<file path="config.mk">
export PLATFORM = sky130hd
export DESIGN_NAME = lazy_job_scheduler
export DESIGN_NICKNAME = d
export VERILOG_FILES = /design/src/rtl/lazy_job_scheduler_pkg.sv /design/src/rtl/lazy_job_scheduler_sync_fifo.sv /design/src/rtl/lazy_job_scheduler.sv
export SDC_FILE = /design/constraint.sdc
export NUM_CORES = 1
export LEC_CHECK = 0
export BUFFER_PORTS_ARGS = -buffer_cell sky130_fd_sc_hd__buf_2
export CAP_MARGIN = 20
export CORE_AREA = 2 2 232 257
export CTS_BUF_LIST = sky130_fd_sc_hd__clkbuf_16
export DETAILED_ROUTE_END_ITERATION = 8
export DIE_AREA = 0 0 234 259
export PLACE_DENSITY = 0.63
export SLEW_MARGIN = 10
export SYNTH_ARGS = -nofsm -noshare
export SYNTH_HDL_FRONTEND = slang
export SYNTH_SLANG_ARGS = --single-unit
</file>
<file path="constraint.sdc">
create_clock -name clk -period 9.1 [get_ports clk]
set_input_delay 2.73 -clock clk [delete_from_list [all_inputs] [get_ports clk]]
set_output_delay 2.73 -clock clk [all_outputs]
set_load 0.01 [all_outputs]
</file>
<file path="src/rtl/lazy_job_scheduler_pkg.sv">
// Shared widths, context encoding and sequence entry layout
// for the lazy match job scheduler.
package lazy_job_scheduler_pkg;

    localparam int JOB_LEN         = 64;
    localparam int JOB_LEN_LOG2    = 6;
    localparam int LAZY_LEN        = 4;
    localparam int SEQ_LL_BITS     = 8;
    localparam int SEQ_ML_BITS     = 8;
    localparam int SEQ_OFFSET_BITS = 16;

    localparam int NUM_CTX  = 4;
    localparam int CTX_BITS = $clog2(NUM_CTX);

    typedef enum logic [1:0] {
        CTX_FREE     = 2'd0,
        CTX_READY    = 2'd1,
        CTX_INFLIGHT = 2'd2
    } ctx_state_e;

    typedef struct packed {
        logic [CTX_BITS-1:0]        ctx;
        logic [SEQ_LL_BITS-1:0]     ll;
        logic [SEQ_ML_BITS-1:0]     ml;
        logic [SEQ_OFFSET_BITS-1:0] offset;
        logic                       eoj;
        logic [SEQ_ML_BITS-1:0]     overlap;
        logic                       delim;
    } seq_entry_t;

    localparam int SEQ_W = $bits(seq_entry_t);

    function automatic logic [CTX_BITS-1:0] ctx_next(
        input logic [CTX_BITS-1:0] c
    );
        return (int'(c) == NUM_CTX - 1) ? '0 : c + 1'b1;
    endfunction

endpackage

</file>
<file path="src/rtl/lazy_job_scheduler_sync_fifo.sv">
// Small synchronous FIFO with occupancy count; used for
// the in-order tag queue and the output sequence queue.
module lazy_job_scheduler_sync_fifo #(
    parameter int WIDTH = 8,
    parameter int DEPTH = 8,
    localparam int AW = (DEPTH > 1) ? $clog2(DEPTH) : 1,
    localparam int CW = $clog2(DEPTH + 1)
) (
    input  logic             clk,
    input  logic             rst_n,
    input  logic             push,
    input  logic [WIDTH-1:0] push_data,
    input  logic             pop,
    output logic [WIDTH-1:0] pop_data,
    output logic             empty,
    output logic [CW-1:0]    count
);

    logic [WIDTH-1:0] mem_q [DEPTH];
    logic [AW-1:0]    wr_ptr_q;
    logic [AW-1:0]    rd_ptr_q;
    logic [CW-1:0]    cnt_q;

    function automatic logic [AW-1:0] ptr_inc(input logic [AW-1:0] p);
        return (p == AW'(DEPTH - 1)) ? '0 : p + 1'b1;
    endfunction

    // storage, pointers and occupancy
    always_ff @(posedge clk or negedge rst_n) begin
        if (!rst_n) begin
            for (int i = 0; i < DEPTH; i++) mem_q[i] <= '0;
            wr_ptr_q <= '0;
            rd_ptr_q <= '0;
            cnt_q    <= '0;
        end else begin
            if (push) begin
                mem_q[wr_ptr_q] <= push_data;
                wr_ptr_q        <= ptr_inc(wr_ptr_q);
            end
            if (pop) rd_ptr_q <= ptr_inc(rd_ptr_q);
            cnt_q <= cnt_q + CW'(push) - CW'(pop);
        end
    end

    assign pop_data = mem_q[rd_ptr_q];
    assign empty    = (cnt_q == '0);
    assign count    = cnt_q;

endmodule

</file>
<file path="src/rtl/lazy_job_scheduler.sv">
// Interleaves up to NUM_CTX lazy-match jobs over one
// fixed-latency match pipeline and collects their sequences.
module lazy_job_scheduler
    import lazy_job_scheduler_pkg::*;
#(
    parameter int MAX_INFLIGHT   = 8,
    parameter int SEQ_FIFO_DEPTH = 8
) (
    input  logic                       clk,
    input  logic                       rst_n,
    input  logic                       i_job_valid,
    input  logic                       i_job_delim,
    output logic                       o_job_ready,
    output logic [CTX_BITS-1:0]        o_job_ctx,
    output logic                       o_release_valid,
    output logic [CTX_BITS-1:0]        o_release_ctx,
    output logic                       o_req_valid,
    input  logic                       i_req_ready,
    output logic [CTX_BITS-1:0]        o_req_ctx,
    output logic [JOB_LEN_LOG2-1:0]    o_req_seq_head_ptr,
    output logic [JOB_LEN_LOG2-1:0]    o_req_match_head_ptr,
    output logic                       o_req_delim,
    input  logic                       i_summary_done,
    input  logic [SEQ_LL_BITS-1:0]     i_summary_ll,
    input  logic [SEQ_ML_BITS-1:0]     i_summary_ml,
    input  logic [SEQ_OFFSET_BITS-1:0] i_summary_offset,
    input  logic [SEQ_ML_BITS-1:0]     i_summary_overlap_len,
    input  logic                       i_summary_eoj,
    input  logic                       i_move_to_next_job,
    input  logic [JOB_LEN_LOG2-1:0]    i_move_forward,
    output logic                       o_seq_valid,
    input  logic                       i_seq_ready,
    output logic [CTX_BITS-1:0]        o_seq_ctx,
    output logic [SEQ_LL_BITS-1:0]     o_seq_ll,
    output logic [SEQ_ML_BITS-1:0]     o_seq_ml,
    output logic [SEQ_OFFSET_BITS-1:0] o_seq_offset,
    output logic                       o_seq_eoj,
    output logic [SEQ_ML_BITS-1:0]     o_seq_overlap_len,
    output logic                       o_seq_delim,
    output logic                       o_err
);

    localparam int TCW = $clog2(MAX_INFLIGHT + 1);
    localparam int SCW = $clog2(SEQ_FIFO_DEPTH + 1);
    localparam int CRW = 16;
    localparam int HW  = JOB_LEN_LOG2;

    ctx_state_e          state_q      [NUM_CTX];
    ctx_state_e          state_d      [NUM_CTX];
    logic [HW-1:0]       seq_head_q   [NUM_CTX];
    logic [HW-1:0]       seq_head_d   [NUM_CTX];
    logic [HW-1:0]       match_head_q [NUM_CTX];
    logic [HW-1:0]       match_head_d [NUM_CTX];
    logic                delim_q      [NUM_CTX];
    logic                delim_d      [NUM_CTX];

    logic                rst_done_q;
    logic                err_q;
    logic                rel_valid_q;
    logic [CTX_BITS-1:0] rel_ctx_q;
    logic [CTX_BITS-1:0] rr_q;
    logic                req_valid_q;
    logic [CTX_BITS-1:0] req_ctx_q;
    logic [HW-1:0]       req_sh_q;
    logic [HW-1:0]       req_mh_q;
    logic                req_delim_q;

    logic                any_free;
    logic [CTX_BITS-1:0] free_ctx;
    logic                accept;
    logic                hs;
    logic                wb;
    logic                tag_empty;
    logic [TCW-1:0]      tag_cnt;
    logic [CTX_BITS-1:0] wb_ctx;
    logic                seq_empty;
    logic                seq_pop;
    logic [SCW-1:0]      seq_cnt;
    seq_entry_t          seq_out;

    logic [HW-1:0]       wb_cur_sh;
    logic [HW-1:0]       wb_cur_mh;
    logic                wb_tail;
    logic                wb_noml;
    logic [HW:0]         wb_tail_ll;
    logic                wb_c1;
    logic                wb_c2;
    logic                wb_c3;
    logic                wb_push;
    logic                wb_rel;
    seq_entry_t          wb_entry;
    logic [HW-1:0]       wb_sh;
    logic [HW-1:0]       wb_mh;

    logic [NUM_CTX-1:0]  cand;
    logic [CTX_BITS-1:0] rr_base;
    logic                sel_found;
    logic [CTX_BITS-1:0] sel_ctx;
    logic [CRW-1:0]      infl_nx;
    logic [CRW-1:0]      seqc_nx;
    logic                credit_ok;
    logic                load;

    // lowest-index free context for the loader
    always_comb begin
        any_free = 1'b0;
        free_ctx = '0;
        for (int i = NUM_CTX - 1; i >= 0; i--) begin
            if (state_q[i] == CTX_FREE) begin
                any_free = 1'b1;
                free_ctx = CTX_BITS'(i);
            end
        end
    end

    assign accept  = i_job_valid && rst_done_q && any_free;
    assign hs      = req_valid_q && i_req_ready;
    assign wb      = i_summary_done && !tag_empty;
    assign seq_pop = i_seq_ready && !seq_empty;

    lazy_job_scheduler_sync_fifo #(
        .WIDTH (CTX_BITS),
        .DEPTH (MAX_INFLIGHT)
    ) u_tag_fifo (
        .clk       (clk),
        .rst_n     (rst_n),
        .push      (hs),
        .push_data (req_ctx_q),
        .pop       (wb),
        .pop_data  (wb_ctx),
        .empty     (tag_empty),
        .count     (tag_cnt)
    );

    lazy_job_scheduler_sync_fifo #(
        .WIDTH (SEQ_W),
        .DEPTH (SEQ_FIFO_DEPTH)
    ) u_seq_fifo (
        .clk       (clk),
        .rst_n     (rst_n),
        .push      (wb_push),
        .push_data (wb_entry),
        .pop       (seq_pop),
        .pop_data  (seq_out),
        .empty     (seq_empty),
        .count     (seq_cnt)
    );

    assign wb_cur_sh  = seq_head_q[wb_ctx];
    assign wb_cur_mh  = match_head_q[wb_ctx];
    assign wb_tail    = ({1'b0, wb_cur_mh} + (HW+1)'(LAZY_LEN))
                        >= (HW+1)'(JOB_LEN);
    assign wb_noml    = (i_summary_ml == '0);
    assign wb_tail_ll = (HW+1)'(JOB_LEN) - {1'b0, wb_cur_sh};
    assign wb_c1      = i_move_to_next_job;
    assign wb_c2      = !i_move_to_next_job && wb_noml && wb_tail;
    assign wb_c3      = !i_move_to_next_job && wb_noml && !wb_tail;

    // decode a returning summary into a sequence push and head update
    always_comb begin
        wb_push        = 1'b0;
        wb_rel         = 1'b0;
        wb_entry       = '0;
        wb_entry.ctx   = wb_ctx;
        wb_entry.delim = delim_q[wb_ctx];
        wb_sh          = wb_cur_sh;
        wb_mh          = wb_cur_mh;
        if (wb) begin
            unique case (1'b1)
                wb_c1: begin
                    wb_push          = 1'b1;
                    wb_rel           = 1'b1;
                    wb_entry.ll      = i_summary_ll;
                    wb_entry.ml      = i_summary_ml;
                    wb_entry.offset  = i_summary_offset;
                    wb_entry.eoj     = i_summary_eoj || i_move_to_next_job;
                    wb_entry.overlap = i_summary_overlap_len;
                end
                wb_c2: begin
                    wb_push      = 1'b1;
                    wb_rel       = 1'b1;
                    wb_entry.ll  = SEQ_LL_BITS'(wb_tail_ll);
                    wb_entry.eoj = 1'b1;
                end
                wb_c3: begin
                    wb_mh = wb_cur_mh + HW'(LAZY_LEN);
                end
                default: begin
                    wb_push          = 1'b1;
                    wb_entry.ll      = i_summary_ll;
                    wb_entry.ml      = i_summary_ml;
                    wb_entry.offset  = i_summary_offset;
                    wb_entry.overlap = i_summary_overlap_len;
                    wb_sh            = wb_cur_sh + i_move_forward;
                    wb_mh            = wb_cur_sh + i_move_forward;
                end
            endcase
        end
    end

    // round-robin pick among ready contexts not already on the bus
    always_comb begin
        rr_base   = hs ? ctx_next(req_ctx_q) : rr_q;
        sel_found = 1'b0;
        sel_ctx   = '0;
        for (int i = 0; i < NUM_CTX; i++) begin
            cand[i] = (state_q[i] == CTX_READY)
                      && !(req_valid_q && req_ctx_q == CTX_BITS'(i));
        end
        for (int k = NUM_CTX - 1; k >= 0; k--) begin
            if (cand[(int'(rr_base) + k) % NUM_CTX]) begin
                sel_found = 1'b1;
                sel_ctx   = CTX_BITS'((int'(rr_base) + k) % NUM_CTX);
            end
        end
    end

    assign infl_nx   = CRW'(tag_cnt) + CRW'(hs) - CRW'(wb);
    assign seqc_nx   = CRW'(seq_cnt) + CRW'(wb_push) - CRW'(seq_pop);
    assign credit_ok = (infl_nx < CRW'(MAX_INFLIGHT))
                       && (seqc_nx + infl_nx < CRW'(SEQ_FIFO_DEPTH));
    assign load      = (!req_valid_q || hs) && sel_found && credit_ok;

    // per-context next state: accept, issue and writeback
    always_comb begin
        for (int i = 0; i < NUM_CTX; i++) begin
            state_d[i]      = state_q[i];
            seq_head_d[i]   = seq_head_q[i];
            match_head_d[i] = match_head_q[i];
            delim_d[i]      = delim_q[i];
            if (accept && free_ctx == CTX_BITS'(i)) begin
                state_d[i]      = CTX_READY;
                seq_head_d[i]   = '0;
                match_head_d[i] = '0;
                delim_d[i]      = i_job_delim;
            end
            if (hs && req_ctx_q == CTX_BITS'(i)) begin
                state_d[i] = CTX_INFLIGHT;
            end
            if (wb && wb_ctx == CTX_BITS'(i)) begin
                state_d[i]      = wb_rel ? CTX_FREE : CTX_READY;
                seq_head_d[i]   = wb_sh;
                match_head_d[i] = wb_mh;
            end
        end
    end

    // per-context state register
    always_ff @(posedge clk or negedge rst_n) begin
        if (!rst_n) begin
            for (int i = 0; i < NUM_CTX; i++) begin
                state_q[i]      <= CTX_FREE;
                seq_head_q[i]   <= '0;
                match_head_q[i] <= '0;
                delim_q[i]      <= 1'b0;
            end
        end else begin
            for (int i = 0; i < NUM_CTX; i++) begin
                state_q[i]      <= state_d[i];
                seq_head_q[i]   <= seq_head_d[i];
                match_head_q[i] <= match_head_d[i];
                delim_q[i]      <= delim_d[i];
            end
        end
    end

    // registered request, held until the engine takes it
    always_ff @(posedge clk or negedge rst_n) begin
        if (!rst_n) begin
            req_valid_q <= 1'b0;
            req_ctx_q   <= '0;
            req_sh_q    <= '0;
            req_mh_q    <= '0;
            req_delim_q <= 1'b0;
            rr_q        <= '0;
        end else begin
            if (load) begin
                req_valid_q <= 1'b1;
                req_ctx_q   <= sel_ctx;
                req_sh_q    <= seq_head_q[sel_ctx];
                req_mh_q    <= match_head_q[sel_ctx];
                req_delim_q <= delim_q[sel_ctx];
            end else if (hs) begin
                req_valid_q <= 1'b0;
            end
            if (hs) rr_q <= rr_base;
        end
    end

    // release pulse, sticky error and post-reset ready gate
    always_ff @(posedge clk or negedge rst_n) begin
        if (!rst_n) begin
            rst_done_q  <= 1'b0;
            err_q       <= 1'b0;
            rel_valid_q <= 1'b0;
            rel_ctx_q   <= '0;
        end else begin
            rst_done_q  <= 1'b1;
            err_q       <= err_q || (i_summary_done && tag_empty);
            rel_valid_q <= wb_rel;
            if (wb_rel) rel_ctx_q <= wb_ctx;
        end
    end

    assign o_job_ready          = rst_done_q && any_free;
    assign o_job_ctx            = free_ctx;
    assign o_release_valid      = rel_valid_q;
    assign o_release_ctx        = rel_ctx_q;
    assign o_req_valid          = req_valid_q;
    assign o_req_ctx            = req_ctx_q;
    assign o_req_seq_head_ptr   = req_sh_q;
    assign o_req_match_head_ptr = req_mh_q;
    assign o_req_delim          = req_delim_q;
    assign o_seq_valid          = !seq_empty;
    assign o_seq_ctx            = seq_out.ctx;
    assign o_seq_ll             = seq_out.ll;
    assign o_seq_ml             = seq_out.ml;
    assign o_seq_offset         = seq_out.offset;
    assign o_seq_eoj            = seq_out.eoj;
    assign o_seq_overlap_len    = seq_out.overlap;
    assign o_seq_delim          = seq_out.delim;
    assign o_err                = err_q;

endmodule

</file>
* Word level (Yosys, flattened, before mapping) *
Cells that the tools add are included.

storage, ports and cells
  bits in registers = 471
  input bits = 55

cells by class
  $add $sub $neg = 21
  magnitude comparators = 15
  equality and inequality tests = 18
  muxes and demuxes = 103
  bitwise logic cells = 9
  reductions and logical operators = 72

operator list
  kind                 number
  $bwmux 352           1
  $mux 6               23
  $bmux 44 s3          1
  $demux 44 s3         1
  $mux 44              3
  $mux 2               25
  $bmux 6 s2           4
  $mux 41              1
  $logic_and 1x1->1    35
  $lt 16x4->1 const B  2
  $mux 1               26
  $mux 24              1
  $bwmux 16            1
  $eq 2x1->1 const B   8
  $ge 4x4->1 const B   4
  $not 3->4            4
  $pmux 8 s2           1
  $logic_not 2->1      7
  $add 3x1->3 const B  4
  $bmux 1 s2           6
  $eq 2x2->1 const B   6
  $eq 3x3->1 const B   4
  $lt 3x4->1 const B   3
  $mux 3               4
  30 further kinds     63

* Logic depth before layout (Yosys ltp) *
  depth after elaboration = 21
  mapped depth = 28
  mapped depth without buffers = 24

* By module *
From an unflattened synthesis, not the netlist that was laid out.

second synthesis, totals
  cell total of the unflattened synthesis = 1,728
  area, all modules = 23,317.4 µm²

by module, submodules not included
  module                                     instances  cells an instance  area an instance (µm²)
  lazy_job_scheduler_sync_fifo (u_seq_fifo)  1          1,040              16,260.6
  lazy_job_scheduler                         1          587                5,694.2
  lazy_job_scheduler_sync_fifo (u_tag_fifo)  1          101                1,362.6

* Least setup slack after synthesis *
Ideal clock, no wire load.

  path type = input port to flip-flop
  from = input port i_summary_ml[2]
  to = register req_mh_q[4], in the netlist o_req_match_head_ptr[4]
  library setup time = 0.125 ns
  data arrival time = 7.239 ns
  slack = 1.736 ns
  cell stages on the path = 18
  cells stage by stage = nor4_1 > and2_1 > clkbuf_1 > nand2_1 > clkbuf_1 > o21ai_1 > ha_1 > inv_1 > ha_1 > fa_1 > ha_1 > a31o_2 > a21oi_1 > xor2_1 > a22oi_1 > nor4b_2 > clkbuf_1 > mux2_2

on the way
  word-level cells in the longest chain between the ends = 11

RTL lines
  what                            line                       source
  start: declaration              lazy_job_scheduler.sv:25   input logic [SEQ_ML_BITS-1:0] i_summary_ml,
  $logic_not 8->1                 lazy_job_scheduler.sv:153  assign wb_noml = (i_summary_ml == '0);
  $logic_and 1x1->1 (2 in a row)  lazy_job_scheduler.sv:157  assign wb_c3 = !i_move_to_next_job && wb_noml && !wb_tail;
  $mux 1                          lazy_job_scheduler.sv:169  unique case (1'b1)
  $mux 1                          lazy_job_scheduler.sv:168  if (wb) begin
  $add 4x1->5                     lazy_job_scheduler.sv:219  assign seqc_nx = CRW'(seq_cnt) + CRW'(wb_push) - CRW'(seq_pop);
  $sub 5x1->6                     lazy_job_scheduler.sv:219
  net seqc_nx[1]                  lazy_job_scheduler.sv:100  logic [CRW-1:0] seqc_nx;
  $add 6x6->7                     lazy_job_scheduler.sv:221  && (seqc_nx + infl_nx < CRW'(SEQ_FIFO_DEPTH));
  $lt 16x4->1                     lazy_job_scheduler.sv:221
  $logic_and 1x1->1               lazy_job_scheduler.sv:221
  $logic_and 1x1->1               lazy_job_scheduler.sv:222  assign load = (!req_valid_q || hs) && sel_found && credit_ok;
  end signal: assignment          lazy_job_scheduler.sv:281  req_mh_q <= match_head_q[sel_ctx];
  end: declaration                lazy_job_scheduler.sv:65   logic [HW-1:0] req_mh_q;

The timed path passes the listed nets, and every way through them passes these cells.
A chain may end at the register's enable or synchronous reset.

* Final worst setup path *
  from = input port i_summary_ml[2]
  to = register req_sh_q[3], in the netlist o_req_seq_head_ptr[3]

on the way
  word-level cells in the longest chain between the ends = 11

RTL lines
  what                            line                       source
  $logic_not 8->1                 lazy_job_scheduler.sv:153
  $logic_and 1x1->1 (2 in a row)  lazy_job_scheduler.sv:157
  $mux 1                          lazy_job_scheduler.sv:169
  $mux 1                          lazy_job_scheduler.sv:168
  $add 4x1->5                     lazy_job_scheduler.sv:219
  $sub 5x1->6                     lazy_job_scheduler.sv:219
  net seqc_nx[1]                  lazy_job_scheduler.sv:100
  $add 6x6->7                     lazy_job_scheduler.sv:221
  $lt 16x4->1                     lazy_job_scheduler.sv:221
  $logic_and 1x1->1               lazy_job_scheduler.sv:221
  $logic_and 1x1->1               lazy_job_scheduler.sv:222
  end signal: assignment          lazy_job_scheduler.sv:280  req_sh_q <= seq_head_q[sel_ctx];
  end: declaration                lazy_job_scheduler.sv:64   logic [HW-1:0] req_sh_q;

The timed path passes the listed nets, and every way through them passes these cells.

==> metrics <==
maximum clock frequency=0.143 GHz; DR WL/cell=21.4 µm; Pleak=0.0119 µW; Core Region=58100 µm²; slew margin rel.=24.5%; Clock Skew=39.1 ps; Critical Path, Cell by Cell=buf_2 -> nor4_1 -> and2_1 -> nand2_1 -> o21ai_1 -> ha_1 -> inv_1 -> ha_1 -> fa_1 -> ha_1 -> a31o_2 -> a21oi_1 -> xor2_1 -> a22oi_1 -> nor4b_4 -> buf_6 -> mux2_2; Slew Limit Fails=0; post-DR vias/cell=5.54; Syn Std Cell Area=23000 µm²; Worst EP required=9580 ps; DIE AREA=60600 µm²; number of synthesized flops with an enable pin=0; area taken by multi-input logic gates=10600 µm²; CP Data Arrival Time=7500 ps; die height=259 µm; Total Wirelength=55000 µm; hold_buf cts=0; clock slew at reported path FFs=60 ps; DP Wirelength=33400 µm; GPL Wtd Cong=0.832; vias=14200; internal power=6210 µW; met2 wire length=26500 µm; #FFs+latches synth=471; later-pin clock latency in the skew report=610 ps; post-synthesis cell count=1707; outcome=completed; Seq. cell area=11800 µm²; die width=234 µm; initial core utilization=39.7%; async set or reset register ratio after synthesis=100%; Worst VDD drop=0.182 mV; Yosys cell types=64; Seq/Total Area, Yosys=51.2%; Syn Nets=1804; Boundary Pins=123; area grow syn2layout=12.3%; Std-Cell Rows=93; first-pass GRT wire length=87900 µm; drt drc=0; Mean Syn Cell Area=13.5 µm²; Main synth FF type=dfrtp_1; top cells by area, synth=dfrtp_1 51%, mux2_2 21%, mux4_2 8.6%; Fin Setup TNS=0 ps; Levels on crit path=17; Sequential Power Share=36.0%; hold crit path type=reg2reg; Max Cap Viol=0; htree depth=2; fillers=5191; unrepaired setup endpoints after global routing=false; Switching Power=3560 µW; DR iter-0 viols=799; CP max FO=12; WS Path Type=in2reg; worst-margin pin slew=1120 ps; CP most frequent cell=ha_1; fin crit share=77.1%; clock root buffer=clkbuf_16; WL met1=24700 µm; CP max stage delay=510 ps; power density over the cells=378 nW/µm²; clock period minus worst slack=7020 ps; CTS Sinks=471; Net Sw Frac=36.4%; post-CTS setup buffer count=0; WP buf/inv=3; Synth Warn #=0; WHS Path Cells=1; Top Layer Used=met5; CTS tree=done; clock network power share=19.2%; CP max stage cell=and2_1; Reg2Reg Depth=25; layout cells sized above 1=41.5%; Total Routing Usage GR=18.6%; TritonCTS Buffers=51; pin count of the biggest net entering global routing=169; Hold Vio Cnt, Final=0; Worst setup SP type=input pin; First-pass DRT Iterations=7; antenna violations before repair=3; share of the synthesized area in the top cell type=51.2%; IO Port Bufs=121; Final Core Density=44.6%; logic gate share of total power=44.7%; vias in the first global route=15400; Nets=1871; Crit. End Element=flop; Final ANT Viol Nets=0; DR WL met3=2340 µm; final setup fails=0; Top delay family on crit path=simple AND/OR/NAND/NOR gates; post-CTS sizing=0; CTS Buffer Depth=3; post-synth top area cell=dfrtp_1; total grt overflow=0
## metal layers
| metal | vias to the layer above | GRT usage, % |
|---|---|---|
| li1 | 6378 | - |
| met1 | 7463 | 24.9 |
| met2 | 274 | 30.8 |
| met3 | 93 | 3.33 |
| met4 | 4 | 5.43 |
| met5 | - | 0 |
## synthesized netlist by cell type, types with 3 or more instances
library cell	number
mux2i_1	74
or3_1	3
a221o_1	4
nand2_1	68
fa_1	3
mux2_1	3
a21oi_1	35
inv_1	33
ha_1	39
o311ai_0	4
mux2_2	426
o31ai_1	3
nor3_1	16
a22oi_1	3
xnor2_1	10
clkbuf_1	58
nand3_1	68
o22ai_1	5
nor2_1	33
and2_1	14
xor2_1	6
a21o_1	9
buf_2	33
o21ai_0	62
dfrtp_1	471
and3_1	29
nand2b_1	6
a211oi_1	5
mux4_2	88
buf_1	44
o21bai_1	3
a31oi_1	5
## path summary, 6_finish.rpt
check	from	end	slack [ps]
setup / recovery	i_summary_ml[2]	o_req_seq_head_ptr[3]	2080
hold / removal	o_err	o_err	460
setup reg to reg	u_tag_fifo.rd_ptr_q[1]	o_req_seq_head_ptr[3]	2480
hold reg to reg	o_err	o_err	460
max in group asynchronous	rst_n	u_seq_fifo.mem_q[95]	5470
min in group asynchronous	rst_n	match_head_q[1]	2180
## cells by family (layout without fill, tap and decap cells)
| family | after synthesis | in the layout | share of synthesized area, % |
|---|---|---|---|
| AOI/OAI and AO/OA | 159 | 159 | 4.33 |
| xor gates and xnor gates | 16 | 16 | 0.608 |
| adders and majority gates | 42 | 42 | 2.38 |
| buffers and inverters | 171 | 267 | 3.03 |
| DFF | 471 | 471 | 51.2 |
| muxes | 593 | 593 | 33.0 |
| other | 1 | 3 | 0.0163 |
| and+or+nand+nor | 254 | 254 | 5.47 |
## cell usage in the layout, fill, tap and decap left out, types with 26 or more instances in the layout
cell type,Yosys,layout
a21oi_1,35,35
and3_1,29,29
buf_2,33,120
buf_4,0,26
clkbuf_16,0,52
dfrtp_1,471,468
ha_1,39,39
inv_1,33,38
mux2_2,426,426
mux2i_1,74,73
mux4_2,88,88
nand2_1,68,68
nand3_1,68,68
nor2_1,33,33
o21ai_0,62,61
## power by group through the flow
| stage | Clock [µW] | Sequential (µW) | Combinational (µW) |
|---|---|---|---|
| after global placement | 0 | 3500 | 4290 |
| after CTS | 1940 | 3520 | 4400 |
| after detailed placement | 0 | 3560 | 4380 |
| after floorplan | 0 | 3290 | 3320 |
| final | 1880 | 3520 | 4370 |
| after global routing | 2030 | 3640 | 4780 |
## state kept, by name (all words and copies together) (netlist names), 4 cells and up
signal                count
delim_q                   4
match_head_q             24
o_req_match_head_ptr      6
o_req_seq_head_ptr        6
seq_head_q               24
state_q                   8
u_seq_fifo.count          4
u_seq_fifo.mem_q        352
u_tag_fifo.count          4
u_tag_fifo.mem_q         16
## per-stage QoR
| step | setup WS [ps] | area [µm²] | hold slack [ps] | total power, µW | instances |
|---|---|---|---|---|---|
| 2_1_floorplan | 1740 | 23000 | 442 | 6610 | 1707 |
| 3_3_place_gp | 1100 | 24300 | 435 | 7790 | 2479 |
| 3_5_place_dp | 977 | 24300 | 443 | 7940 | 2479 |
| 4_1_cts | 1620 | 25800 | 455 | 9860 | 2561 |
| 5_1_grt | 1740 | 25900 | 503 | 10400 | 2563 |
| 6_report | 2080 | 25900 | 457 | 9770 | 2565 |
## cell type report
type / count / share of cell area (%)
Multi-Input combinational cell: 1065 / 41.0
Inverter: 34 / 0.493
Timing Repair Buffer: 151 / 3.44
Tap cell: 760 / 3.68
Sequential cell: 471 / 45.6
Antenna cell: 2 / 0.0193
Clock buffer: 52 / 5.03
Clock inverter: 30 / 0.750
No activity file was read; power rests on OpenSTA's default activity.
